## src/rtl/mem_arb_pkg.sv

```systemverilog
// mem_arb_pkg: FSM state encoding and word-offset constant shared by mem_arbiter files
package mem_arb_pkg;
  typedef enum logic [2:0] {
    S_IDLE    = 3'd0,
    S_DM_WAIT = 3'd1,
    S_IF_WAIT = 3'd2,
    S_DM_DONE = 3'd3,
    S_IF_DONE = 3'd4
  } state_e;
  localparam int OFS = 2;
endpackage

```

## src/rtl/mem_arbiter_if.sv

```systemverilog
// mem_arbiter_if: pipeline fetch/data ports and backing-memory bus of mem_arbiter
interface mem_arbiter_if #(parameter int AW = 32, parameter int DW = 32);
  logic          if_req;
  logic [AW-1:0] if_addr;
  logic [DW-1:0] if_rdata;
  logic          if_ready;
  logic          dm_rd;
  logic          dm_wr;
  logic [AW-1:0] dm_addr;
  logic [DW-1:0] dm_wdata;
  logic [DW-1:0] dm_rdata;
  logic          dm_ready;
  logic          mem_req;
  logic          mem_we;
  logic [AW-1:0] mem_addr;
  logic [DW-1:0] mem_wdata;
  logic [DW-1:0] mem_rdata;
  logic          mem_ack;
  logic          stall;
  modport master (
    input  if_req, if_addr, dm_rd, dm_wr, dm_addr, dm_wdata, mem_rdata, mem_ack,
    output if_rdata, if_ready, dm_rdata, dm_ready, mem_req, mem_we, mem_addr, mem_wdata, stall
  );
  modport slave (
    output if_req, if_addr, dm_rd, dm_wr, dm_addr, dm_wdata, mem_rdata, mem_ack,
    input  if_rdata, if_ready, dm_rdata, dm_ready, mem_req, mem_we, mem_addr, mem_wdata, stall
  );
endinterface

```

## src/rtl/mem_arbiter_fetch_buf.sv

```systemverilog
// fetch_buf: one-entry word-tagged instruction buffer, present only when FETCH_BUF_EN is defined
module fetch_buf import mem_arb_pkg::*; #(
  parameter int AW = 32,
  parameter int DW = 32
) (
  input  logic              clk,
  input  logic              rst,
  input  logic              load_i,
  input  logic [AW-OFS-1:0] load_tag_i,
  input  logic [DW-1:0]     load_data_i,
  input  logic              inval_i,
  input  logic [AW-OFS-1:0] inval_tag_i,
  input  logic [AW-OFS-1:0] look_tag_i,
  output logic              hit_o,
  output logic [DW-1:0]     data_o
);
  logic              valid_q, valid_d;
  logic [AW-OFS-1:0] tag_q, tag_d;
  logic [DW-1:0]     data_q, data_d;
  always_comb begin
    valid_d = load_i ? 1'b1 : (inval_i && inval_tag_i == tag_q) ? 1'b0 : valid_q;
    tag_d   = load_i ? load_tag_i : tag_q;
    data_d  = load_i ? load_data_i : data_q;
  end
  always_ff @(posedge clk) begin
    if (rst) begin
      valid_q <= 1'b0;
      tag_q   <= '0;
      data_q  <= '0;
    end else begin
      valid_q <= valid_d;
      tag_q   <= tag_d;
      data_q  <= data_d;
    end
  end
  assign hit_o  = valid_q && tag_q == look_tag_i;
  assign data_o = data_q;
endmodule

```

## src/rtl/mem_arbiter.sv

```systemverilog
// mem_arbiter: shares one variable-latency memory between fetch and data ports; FETCH_BUF_EN adds a fetch buffer
module mem_arbiter import mem_arb_pkg::*; #(
  parameter int AW = 32,
  parameter int DW = 32
) (
  input logic clk,
  input logic rst,
  mem_arbiter_if.master bus
);
  state_e        state_q, state_d;
  logic          mem_req_q, mem_req_d, mem_we_q, mem_we_d, live_q, live_d;
  logic [AW-1:0] mem_addr_q, mem_addr_d;
  logic [DW-1:0] mem_wdata_q, mem_wdata_d, if_rdata_q, if_rdata_d, dm_rdata_q, dm_rdata_d;
  logic          dm_any, fb_hit;
  logic [DW-1:0] fb_data;
  assign dm_any = bus.dm_rd | bus.dm_wr;
`ifdef FETCH_BUF_EN
  fetch_buf #(.AW(AW), .DW(DW)) u_fetch_buf (
    .clk         (clk),
    .rst         (rst),
    .load_i      (state_q == S_IF_WAIT && bus.mem_ack),
    .load_tag_i  (mem_addr_q[AW-1:OFS]),
    .load_data_i (bus.mem_rdata),
    .inval_i     (state_q == S_DM_WAIT && bus.mem_ack && mem_we_q),
    .inval_tag_i (mem_addr_q[AW-1:OFS]),
    .look_tag_i  (bus.if_addr[AW-1:OFS]),
    .hit_o       (fb_hit),
    .data_o      (fb_data)
  );
`else
  assign fb_hit  = 1'b0;
  assign fb_data = '0;
`endif
  // live_q drops for good if the requester withdraws mid-transaction (flush)
  always_comb begin
    state_d     = state_q;
    mem_req_d   = mem_req_q;
    mem_we_d    = mem_we_q;
    mem_addr_d  = mem_addr_q;
    mem_wdata_d = mem_wdata_q;
    if_rdata_d  = if_rdata_q;
    dm_rdata_d  = dm_rdata_q;
    live_d      = live_q;
    unique case (state_q)
      S_IDLE: begin
        if (dm_any) begin
          state_d     = S_DM_WAIT;
          mem_req_d   = 1'b1;
          mem_we_d    = bus.dm_wr;
          mem_addr_d  = bus.dm_addr;
          mem_wdata_d = bus.dm_wdata;
          live_d      = 1'b1;
        end else if (bus.if_req && fb_hit) begin
          state_d    = S_IF_DONE;
          if_rdata_d = fb_data;
          live_d     = 1'b1;
        end else if (bus.if_req) begin
          state_d     = S_IF_WAIT;
          mem_req_d   = 1'b1;
          mem_we_d    = 1'b0;
          mem_addr_d  = bus.if_addr;
          mem_wdata_d = '0;
          live_d      = 1'b1;
        end
      end
      S_DM_WAIT: begin
        live_d = live_q & dm_any;
        if (bus.mem_ack) begin
          state_d    = S_DM_DONE;
          mem_req_d  = 1'b0;
          dm_rdata_d = (live_d && !mem_we_q) ? bus.mem_rdata : dm_rdata_q;
        end
      end
      S_IF_WAIT: begin
        live_d = live_q & bus.if_req;
        if (bus.mem_ack) begin
          state_d    = S_IF_DONE;
          mem_req_d  = 1'b0;
          if_rdata_d = live_d ? bus.mem_rdata : if_rdata_q;
        end
      end
      default: state_d = S_IDLE;
    endcase
  end
  always_ff @(posedge clk) begin
    if (rst) begin
      state_q     <= S_IDLE;
      mem_req_q   <= 1'b0;
      mem_we_q    <= 1'b0;
      mem_addr_q  <= '0;
      mem_wdata_q <= '0;
      if_rdata_q  <= '0;
      dm_rdata_q  <= '0;
      live_q      <= 1'b0;
    end else begin
      state_q     <= state_d;
      mem_req_q   <= mem_req_d;
      mem_we_q    <= mem_we_d;
      mem_addr_q  <= mem_addr_d;
      mem_wdata_q <= mem_wdata_d;
      if_rdata_q  <= if_rdata_d;
      dm_rdata_q  <= dm_rdata_d;
      live_q      <= live_d;
    end
  end
  assign bus.if_ready  = state_q == S_IF_DONE && live_q;
  assign bus.dm_ready  = state_q == S_DM_DONE && live_q;
  assign bus.if_rdata  = if_rdata_q;
  assign bus.dm_rdata  = dm_rdata_q;
  assign bus.mem_req   = mem_req_q;
  assign bus.mem_we    = mem_we_q;
  assign bus.mem_addr  = mem_addr_q;
  assign bus.mem_wdata = mem_wdata_q;
  assign bus.stall     = (bus.if_req & ~bus.if_ready) | (dm_any & ~bus.dm_ready);
endmodule
```

## src/flat_wrapper.sv

```systemverilog
// flat-port wrapper written by rule: the top's interface ports become plain ports
module mem_arbiter_flat import mem_arb_pkg::*;
#(
  parameter int AW = 32,
  parameter int DW = 32
)
  (clk, rst, bus_if_req, bus_if_addr, bus_dm_rd, bus_dm_wr, bus_dm_addr, bus_dm_wdata, bus_mem_rdata, bus_mem_ack, bus_if_rdata, bus_if_ready, bus_dm_rdata, bus_dm_ready, bus_mem_req, bus_mem_we, bus_mem_addr, bus_mem_wdata, bus_stall);
  mem_arbiter_if #(.AW(AW), .DW(DW)) bus_i ();
  input logic clk;
  input logic rst;
  input wire logic [$bits(bus_i.if_req)-1:0] bus_if_req;
  input wire logic [$bits(bus_i.if_addr)-1:0] bus_if_addr;
  input wire logic [$bits(bus_i.dm_rd)-1:0] bus_dm_rd;
  input wire logic [$bits(bus_i.dm_wr)-1:0] bus_dm_wr;
  input wire logic [$bits(bus_i.dm_addr)-1:0] bus_dm_addr;
  input wire logic [$bits(bus_i.dm_wdata)-1:0] bus_dm_wdata;
  input wire logic [$bits(bus_i.mem_rdata)-1:0] bus_mem_rdata;
  input wire logic [$bits(bus_i.mem_ack)-1:0] bus_mem_ack;
  output wire logic [$bits(bus_i.if_rdata)-1:0] bus_if_rdata;
  output wire logic [$bits(bus_i.if_ready)-1:0] bus_if_ready;
  output wire logic [$bits(bus_i.dm_rdata)-1:0] bus_dm_rdata;
  output wire logic [$bits(bus_i.dm_ready)-1:0] bus_dm_ready;
  output wire logic [$bits(bus_i.mem_req)-1:0] bus_mem_req;
  output wire logic [$bits(bus_i.mem_we)-1:0] bus_mem_we;
  output wire logic [$bits(bus_i.mem_addr)-1:0] bus_mem_addr;
  output wire logic [$bits(bus_i.mem_wdata)-1:0] bus_mem_wdata;
  output wire logic [$bits(bus_i.stall)-1:0] bus_stall;
  assign bus_i.if_req = bus_if_req;
  assign bus_i.if_addr = bus_if_addr;
  assign bus_i.dm_rd = bus_dm_rd;
  assign bus_i.dm_wr = bus_dm_wr;
  assign bus_i.dm_addr = bus_dm_addr;
  assign bus_i.dm_wdata = bus_dm_wdata;
  assign bus_i.mem_rdata = bus_mem_rdata;
  assign bus_i.mem_ack = bus_mem_ack;
  assign bus_if_rdata = bus_i.if_rdata;
  assign bus_if_ready = bus_i.if_ready;
  assign bus_dm_rdata = bus_i.dm_rdata;
  assign bus_dm_ready = bus_i.dm_ready;
  assign bus_mem_req = bus_i.mem_req;
  assign bus_mem_we = bus_i.mem_we;
  assign bus_mem_addr = bus_i.mem_addr;
  assign bus_mem_wdata = bus_i.mem_wdata;
  assign bus_stall = bus_i.stall;
  mem_arbiter #(.AW(AW), .DW(DW)) u_core (.clk(clk), .rst(rst), .bus(bus_i));
endmodule
```

## config.mk

```make
export PLATFORM = sky130hd
export DESIGN_NAME = mem_arbiter_flat
export DESIGN_NICKNAME = d
export VERILOG_FILES = /design/src/rtl/mem_arb_pkg.sv /design/src/rtl/mem_arbiter_if.sv /design/src/rtl/mem_arbiter_fetch_buf.sv /design/src/rtl/mem_arbiter.sv /design/src/flat_wrapper.sv
export SDC_FILE = /design/constraint.sdc
export NUM_CORES = 1
export LEC_CHECK = 0
export CAP_MARGIN = 30
export CORE_MARGIN = 2
export CORE_UTILIZATION = 36
export CTS_CLUSTER_SIZE = 30
export DETAILED_ROUTE_END_ITERATION = 12
export PLACE_DENSITY_LB_ADDON = 0.12
export SYNTH_ARGS = -nofsm -noshare
export SYNTH_HDL_FRONTEND = slang
export SYNTH_SLANG_ARGS = --single-unit
```

## constraint.sdc

```tcl
create_clock -name clk -period 1.4 [get_ports clk]
set_input_delay 0.28 -clock clk [delete_from_list [all_inputs] [get_ports clk]]
set_output_delay 0.28 -clock clk [all_outputs]
set_load 0.01 [all_outputs]
```

Yosys cells after proc, flatten, opt, wreduce, memory -nomap -nowiden
Cells that the tools add are included.
{ "word_totals": {"register_bits": 134, "inputBits": 134, "output_inout_bits": 133} }
{ "op_classes": {"n_eq_ne": 8, "n_mux": 16, "n_bitwise": 8, "reduce_logical": 15} }
{ "op_table": {"columns": ["cell", "n"], "rows": [
  ["$mux W32", 4],
  ["$mux W3", 4],
  ["$reduce_and A3 Y1", 4],
  ["$pmux W3 S3", 1],
  ["$eq A3 B2 Y1 const B", 2],
  ["$mux W1", 5],
  ["$and A1 B1 Y1", 4],
  ["$ne A2 B2 Y1 const B", 2],
  ["$reduce_and A2 Y1", 2],
  ["$reduce_bool A2 Y1", 2],
  ["$eq A3 B1 Y1 const B", 1],
  ["$eq A3 B3 Y1 const B", 1],
  ["$logic_and A1 B1 Y1", 3],
  ["$logic_not A3 Y1", 1],
  ["$ne A3 B2 Y1 const B", 1],
  ["$pmux W1 S3", 1],
  ["$reduce_bool A3 Y1", 1],
  ["$ne A2 B1 Y1 const B", 1],
  ["$not A1 Y1", 2],
  ["$or A1 B1 Y1", 2],
  ["$pmux W1 S2", 1],
  ["$reduce_or A2 Y1", 1],
  ["$logic_not A1 Y1", 1]
]} }

Longest topological paths before layout
Gate-level depths: netlist of run 1.
{ "logic_depth": {"ltp_word": 5, "ltp_mapped": 7, "ltp_nobuf": 4} }

Worst setup path before layout of run 1
No wires, ideal clock.
{ "synth_timing": {"path_kind": "reg2reg", "start": "register u_core.state_q[0]", "end": "register u_core.mem_addr_q[29], in the netlist u_core.bus.mem_addr[29]", "t_arrival_ns": 1.313, "required_ns": 1.253, "path_slack_ns": -0.060, "path_stages_with_launch": 7, "path_buffers": 3, "path_cell_list": "dfxtp_1 buf_2 nor3_4 nor2b_1 buf_4 buf_2 a311oi_2"} }
{ "synth_via": {"elab_chain_cells": 2} }
{ "synth_rtl": {"columns": ["item", "line_no", "source"], "rows": [
  ["start, declared", "mem_arbiter.sv:10", "state_e state_q, state_d;"],
  ["start signal, assigned", "mem_arbiter.sv:96", "state_q <= state_d;"],
  ["$logic_not A3 Y1", "mem_arbiter.sv:44", "unique case (state_q)"],
  ["$reduce_and A2 Y1 (no source line)", null, null],
  ["end signal, assigned", "mem_arbiter.sv:99", "mem_addr_q <= mem_addr_d;"],
  ["end, declared", "mem_arbiter.sv:12", "logic [AW-1:0] mem_addr_q, mem_addr_d;"]
]} }
No other way between the ends.
A chain may end at the register's enable or synchronous reset.

Worst setup path in the final report of run 1
{ "layout_timing": {"start": "register u_core.state_q[1]", "end": "output port bus_stall"} }
{ "layout_via": {"elab_chain_cells": 5, "elab_cells_between_ends": 9, "cone_classes": "eq/ne: 2; bitwise: 5; reduce/logical: 2"} }
{ "layout_rtl": {"columns": ["item", "line_no", "source"], "rows": [
  ["$eq A3 B3 Y1 / $eq A3 B2 Y1 (equally long branches)", "mem_arbiter.sv:106, mem_arbiter.sv:107", null],
  ["$logic_and A1 B1 Y1 (on tied branches)", "mem_arbiter.sv:106, mem_arbiter.sv:107", null],
  ["$not A1 Y1", "mem_arbiter.sv:114", "assign bus.stall = (bus.if_req & ~bus.if_ready) | (dm_any & ~bus.dm_ready);"],
  ["$and A1 B1 Y1", "mem_arbiter.sv:114", null],
  ["$or A1 B1 Y1 *", "mem_arbiter.sv:114", null],
  ["end, declared", "flat_wrapper.sv:27", "output wire logic [$bits(bus_i.stall)-1:0] bus_stall;"]
]} }
Every way passes the cells marked *; elsewhere a longest branch is shown, timed or not.

==> metrics, run 1 <==
most frequent cell after synthesis=nand2_1; final wirelength=18,300 um; worst vdd ir=0.000785 V; Die Height=124 um; fillers=1,168; Initial Utilization=0.369; routed len/inst=16.7 um; post-synth top area share=0.522; Min-Delay Path Class=in2reg; Final setup viols=119; post-synth cell types=30; Worst Tran Pin Value=0.374 ns; cell area after layout=9230 sq um; Crit path max-delay family=flip-flops; vias per inst=5.08; 1st-iter DRT viols=309; Worst-path clk slew=0.05 ns; Leak Pwr=3.96 nW; register share of total power=0.382; critical path cell sequence=nand2_4 -> o31ai_2 -> a21oi_1 -> buf_2; H-tree depth=4; Worst slew margin=0.750; final hold violation count=0; top cells by area, synth=dfxtp_1 52%, nand2_1 14%, a21oi_1 6.6%; Comb pwr share=0.243; initial antenna violation count=0; Worst setup SP type=register; Max-Cap Viols=0; WS Path Type=reg2out; Power Total=11.2 mW; Buf+Inv Stages, Crit Path=1; I/O pins=267; post-synth net total=751; Power Density=1210 nW/um^2; YS warnings=0; crit path max-delay cell type=dfxtp_4; period utilization=1.16; grt ovf=0; RD Place Congestion=0.850; largest net degree at the start of global routing=37; Synth Cell Area=5140 sq um; failing checks=negative setup slack; clk sink count=134; vias in the first global route=5,489; number of antenna diodes=0; P_int=8.22 mW; fin. max-slew vios=0; clock root cell=clkbuf_16; post-synthesis sequential area ratio=0.522; Final Worst Setup Slack=-0.223 ns; share of cells above drive strength 1=0.177; remaining routing DRC violations=0; via count=5,541; largest stage delay on the critical path=0.39 ns; CTS Buffer Depth=2; Main synth FF type=dfxtp_1; ys async rst share=0; Yosys reg bits=134; width of the die=124 um; Sw Ratio=0.266; 1st-pass router iterations=6; IO buf count=266; nets=1,033; Num CTS Buffers=17; status=finished with violations; Commonest cells post-synth=198 x nand2_1, 134 x dfxtp_1, 71 x nor2_1; Die ar.=15,300 sq um; P_sw=2.98 mW; Data required, critical path=1.12 ns; Area after DPL=8170 sq um; Hold WS=0.220 ns; dpl hpwl=11,600 um; Setup Skew=0.00723 ns; gr usage total=0.232; clk_lat worst skew=0.41 ns; Rows=43; largest area contributor in the netlist=dfxtp_1; CTS tree=yes; crit path time final=1.62 ns; Worst Path Max Fanout=4; core area=13,900 sq um; Syn-to-layout area delta=79.5%; Worst Path Arrival=1.34 ns; EDFF count, synth=0; Synth Area per Inst=8.33 sq um; Clk pwr share=0.375; wire length of the first global-routing pass=27,100 um; RSZ-0062 raised after global routing=true; Detail Route Antenna Nets=0; Syn Inst Count=617; Fmax=616 MHz; CP endpoint kind=output pin
-- layout by cell type, fill, tap and decap left out, types with 2 or more instances in the layout --
cell,n
clkinvlp_4,3
nand2_1,197
clkdlybuf4s50_1,130
clkinv_2,2
a311oi_1,10
dfxtp_4,3
buf_2,3
nor2b_1,2
clkbuf_1,3
dfxtp_1,130
clkbuf_8,4
dlygate4sd2_1,130
buf_6,7
bufbuf_16,2
o21ai_0,2
nor2b_4,2
a21oi_1,68
nor2_1,68
a311oi_2,22
nor3_1,2
a22oi_2,33
buf_4,20
buf_16,4
clkbuf_16,23
nor2_2,2
buf_12,14
-- timing repair --
item	CTS	global route
setup endpoints to repair	263	136
pin swaps	4	26
buffers inserted	2	6
gates resized for setup	200	25
gates cloned	8	5
hold buffers	0	0
-- power by group through the flow --
| stage | Combinational (mW) | Clock (mW) | Sequential (mW) |
|---|---|---|---|
| 2_1_floorplan | 0.885 | 0 | 4.44 |
| 3_3_place_gp | 2.21 | 0 | 4.32 |
| 3_5_place_dp | 2.25 | 0 | 4.33 |
| 4_1_cts | 2.54 | 4.26 | 4.26 |
| 5_1_grt | 2.90 | 4.43 | 4.31 |
| 6_report | 2.72 | 4.20 | 4.28 |
-- registers in the layout, indices dropped and copies added (netlist names) --
register	flops
u_core.state_q	3
u_core.bus.mem_addr	32
u_core.bus.mem_we	1
u_core.bus.if_rdata	32
u_core.bus.mem_wdata	32
u_core.bus.mem_req	1
u_core.bus.dm_rdata	32
u_core.live_q	1
-- worst reg2reg max path: cells and delay by family, from the launching register on --
family          cells  cell delay, ns
buf+inv             3            0.46
simple gates        3            0.45
flops               1            0.37
compound gates      1            0.24
-- metal layers --
metal / global-route usage / vias up / wire length (um)
met3: 0.0715 / 26 / 1330
met4: 0.0866 / 0 / 360
li1: - / 2651 / -
met1: 0.248 / 2663 / 7080
met2: 0.423 / 201 / 9500
met5: 0 / - / 0
-- cell type report --
type | count | area (sq um) | area share
timing repair buffer | 317 | 3300 | 0.357
sequential | 134 | 2700 | 0.292
multi-input combinational | 429 | 2450 | 0.265
clock buffer | 24 | 492 | 0.0533
tap | 180 | 225 | 0.0244
clock inverter | 7 | 71.3 | 0.00773
-- kinds of logic after synthesis --
family / count (synthesis) / share of synthesized area
buf+inv: 54 / 0.0521
mux: 1 / 0.00219
flops: 134 / 0.522
simple gates: 289 / 0.223
compound gates: 139 / 0.201
-- per-stage QoR --
stage                     instances  utilization  setup WS (ns)  TNS (ns)
after floorplan                 617            -       -0.00914    -0.179
after global placement         1041        0.586         -0.609    -56.17
after detailed placement       1041        0.586         -0.642    -60.91
after CTS                      1082        0.648         -0.224    -13.91
after global routing           1091        0.662         -0.274    -27.64
final                          1091        0.662         -0.223    -17.33
-- final timing paths --
kind / cells after the start / end / startpoint / slack (ns)
max: 4 / bus_stall / u_core.state_q[1]$_SDFFE_PP0P_ / -0.22
min: 2 / u_core.bus.mem_addr[10]$_SDFFE_PP0P_ / rst / 0.22
max reg2reg: 7 / u_core.bus.mem_addr[31]$_SDFFE_PP0P_ / u_core.state_q[1]$_SDFFE_PP0P_ / -0.20
min reg2reg: 2 / u_core.bus.if_rdata[21]$_SDFFE_PP0P_ / u_core.bus.if_rdata[21]$_SDFFE_PP0P_ / 0.45
Power figures use the tool's default switching activity.
==> run 2, diff against run 1 <==
- clock period: 1.4 -> 1.43 ns (I/O delays scaled with it)
==> metrics, run 2 (synthesized netlist as in run 1, its figures left out) <==
CTS Buffer Depth=2 (unchanged); core area=13,900 sq um (unchanged); Finished Core Util=0.652 (was 0.662); Worst Path Max Fanout=4 (unchanged); WS Path Type=reg2out (unchanged); Setup Skew=0.00718 ns (was 0.00723 ns); Detail Route Antenna Nets=0 (unchanged); fin. max-slew vios=0 (unchanged); I/O pins=267 (unchanged); Power Density=1270 nW/um^2 (was 1210 nW/um^2); most common cell after layout, fill and taps aside=nand2_1 (unchanged); most frequent cells in the layout=197 x nand2_1, 131 x dlygate4sd2_1, 131 x dfxtp_1, 129 x clkdlybuf4s50_1, 68 x a21oi_1 (was 197 x nand2_1, 130 x clkdlybuf4s50_1, 130 x dlygate4sd2_1, 130 x dfxtp_1); Crit path max-delay family=flip-flops (unchanged); vias per inst=5.02 (was 5.08); routed len/inst=16.0 um (was 16.7 um); Multi-input gate area=2390 sq um (was 2450 sq um); dpl hpwl=11,600 um (about the same); Hold WS=0.349 ns (was 0.220 ns); nets=1,026 (was 1,033); Leak Pwr=3.93 nW (was 3.96 nW); Worst-path clk slew=0.06 ns (was 0.05 ns); IO buf count=266 (unchanged); area taken by flip-flops and latches=2690 sq um (was 2700 sq um); Buf+Inv Stages, Crit Path=2 (was 1); clk_lat worst skew=0.41 ns (about the same); gr usage total=0.226 (was 0.232); fillers=1,169 (was 1,168); worst vdd ir=0.000744 V (was 0.000785 V); TNS Setup=-11.46 ns (was -17.33 ns); via count=5,449 (was 5,541); Die ar.=15,300 sq um (unchanged); RD Place Congestion=0.848 (was 0.850); RSZ-0062 raised after global routing=true (unchanged); Initial Utilization=0.369 (unchanged); Num CTS Buffers=17 (unchanged); crit path time final=1.59 ns; final hold violation count=0 (unchanged); vias in the first global route=5,531 (was 5,489); 1st-iter DRT viols=329 (was 309); final wirelength=17,300 um (was 18,300 um); Die Height=124 um (unchanged); failing checks=negative setup slack (unchanged); critical path cell sequence=nor2_4 -> buf_4 -> and3_4 -> buf_6 (was nand2_4 -> o31ai_2 -> a21oi_1 -> buf_2); largest stage delay on the critical path=0.37 ns (was 0.39 ns); clk sink count=134 (unchanged); period utilization=1.11; clock root cell=clkbuf_16 (unchanged); dpl ws=-0.591 ns (was -0.642 ns); Final Worst Setup Slack=-0.160 ns (was -0.223 ns); Worst setup SP type=register (unchanged); initial antenna violation count=0 (unchanged); Fmax=629 MHz; status=finished with violations (unchanged); Min-Delay Path Class=in2reg (unchanged); Worst Tran Pin Value=0.379 ns (was 0.374 ns); Worst slew margin=0.741 (was 0.750); share of cells above drive strength 1=0.164 (was 0.177); Final setup viols=132 (was 119); crit path max-delay cell type=dfxtp_4 (unchanged); width of the die=124 um (unchanged); CP endpoint kind=output pin (unchanged); grt ovf=0 (unchanged); Worst Path Arrival=1.30 ns (was 1.34 ns); wire length of the first global-routing pass=26,700 um (was 27,100 um); H-tree depth=4 (unchanged); Data required, critical path=1.14 ns (was 1.12 ns); remaining routing DRC violations=0 (unchanged); Max-Cap Viols=0 (unchanged); Syn-to-layout area delta=76.7% (was 79.5%); 1st-pass router iterations=4 (was 6); CTS tree=yes (unchanged); Rows=43 (unchanged); largest net degree at the start of global routing=59 (was 37)
-- run 2: layer usage --
metal	part of all wire	GRT usage
met5	0	0
met4	0.026	0.101
met3	0.084	0.0766
met2	0.50	0.403
met1	0.39	0.239
-- run 2: area by class of cell --
class | instances | area share
Tap cell | 180 | 0.0248
Clock buffer | 21 | 0.0518
Multi-Input combinational cell | 429 | 0.264
Clock inverter | 11 | 0.0213
Timing Repair Buffer | 310 | 0.342
Sequential cell | 134 | 0.297
Antenna cell | 1 | 0.000275
-- run 2: power breakdown --
part	internal (mW)	switching, mW
registers	4.01	0.177
logic	1.31	1.12
clock network	3.24	1.63
total	8.57	2.93
-- run 2: path summary, 6_finish.rpt --
kind / slack (ns) / cells past startpoint / end / start
max: -0.16 / 4 / bus_if_ready / u_core.state_q[1]$_SDFFE_PP0P_
min: 0.35 / 3 / u_core.bus.mem_addr[28]$_SDFFE_PP0P_ / rst
max reg2reg: -0.14 / 7 / u_core.bus.mem_addr[22]$_SDFFE_PP0P_ / u_core.state_q[0]$_SDFFE_PP0P_
min reg2reg: 0.45 / 2 / u_core.bus.dm_rdata[7]$_SDFFE_PP0P_ / u_core.bus.dm_rdata[7]$_SDFFE_PP0P_
-- run 2: timing repair --
| item | 4_1_cts | 5_1_grt |
|---|---|---|
| endpoints found under the setup margin | 264 | 134 |
| pin swaps | 24 | 11 |
| buffers inserted | 8 | 4 |
| hold buffers | 0 | 0 |
| resized for setup | 194 | 34 |
| cloned | 6 | 0 |
-- run 2: tightest hold or removal path, cell delays in order --
cell and delay [ns]:
buf_4 0.12, buf_12 0.24, a311oi_2 0.06
-- run 2: through the flow --
step	cell area, sq um	total power [mW]	instances
6_report	9080	11.5	1086
5_1_grt	9080	12.0	1085
4_1_cts	9030	11.5	1087
3_5_place_dp	8150	6.44	1041
3_3_place_gp	8150	6.39	1041
2_1_floorplan	5140	5.21	617
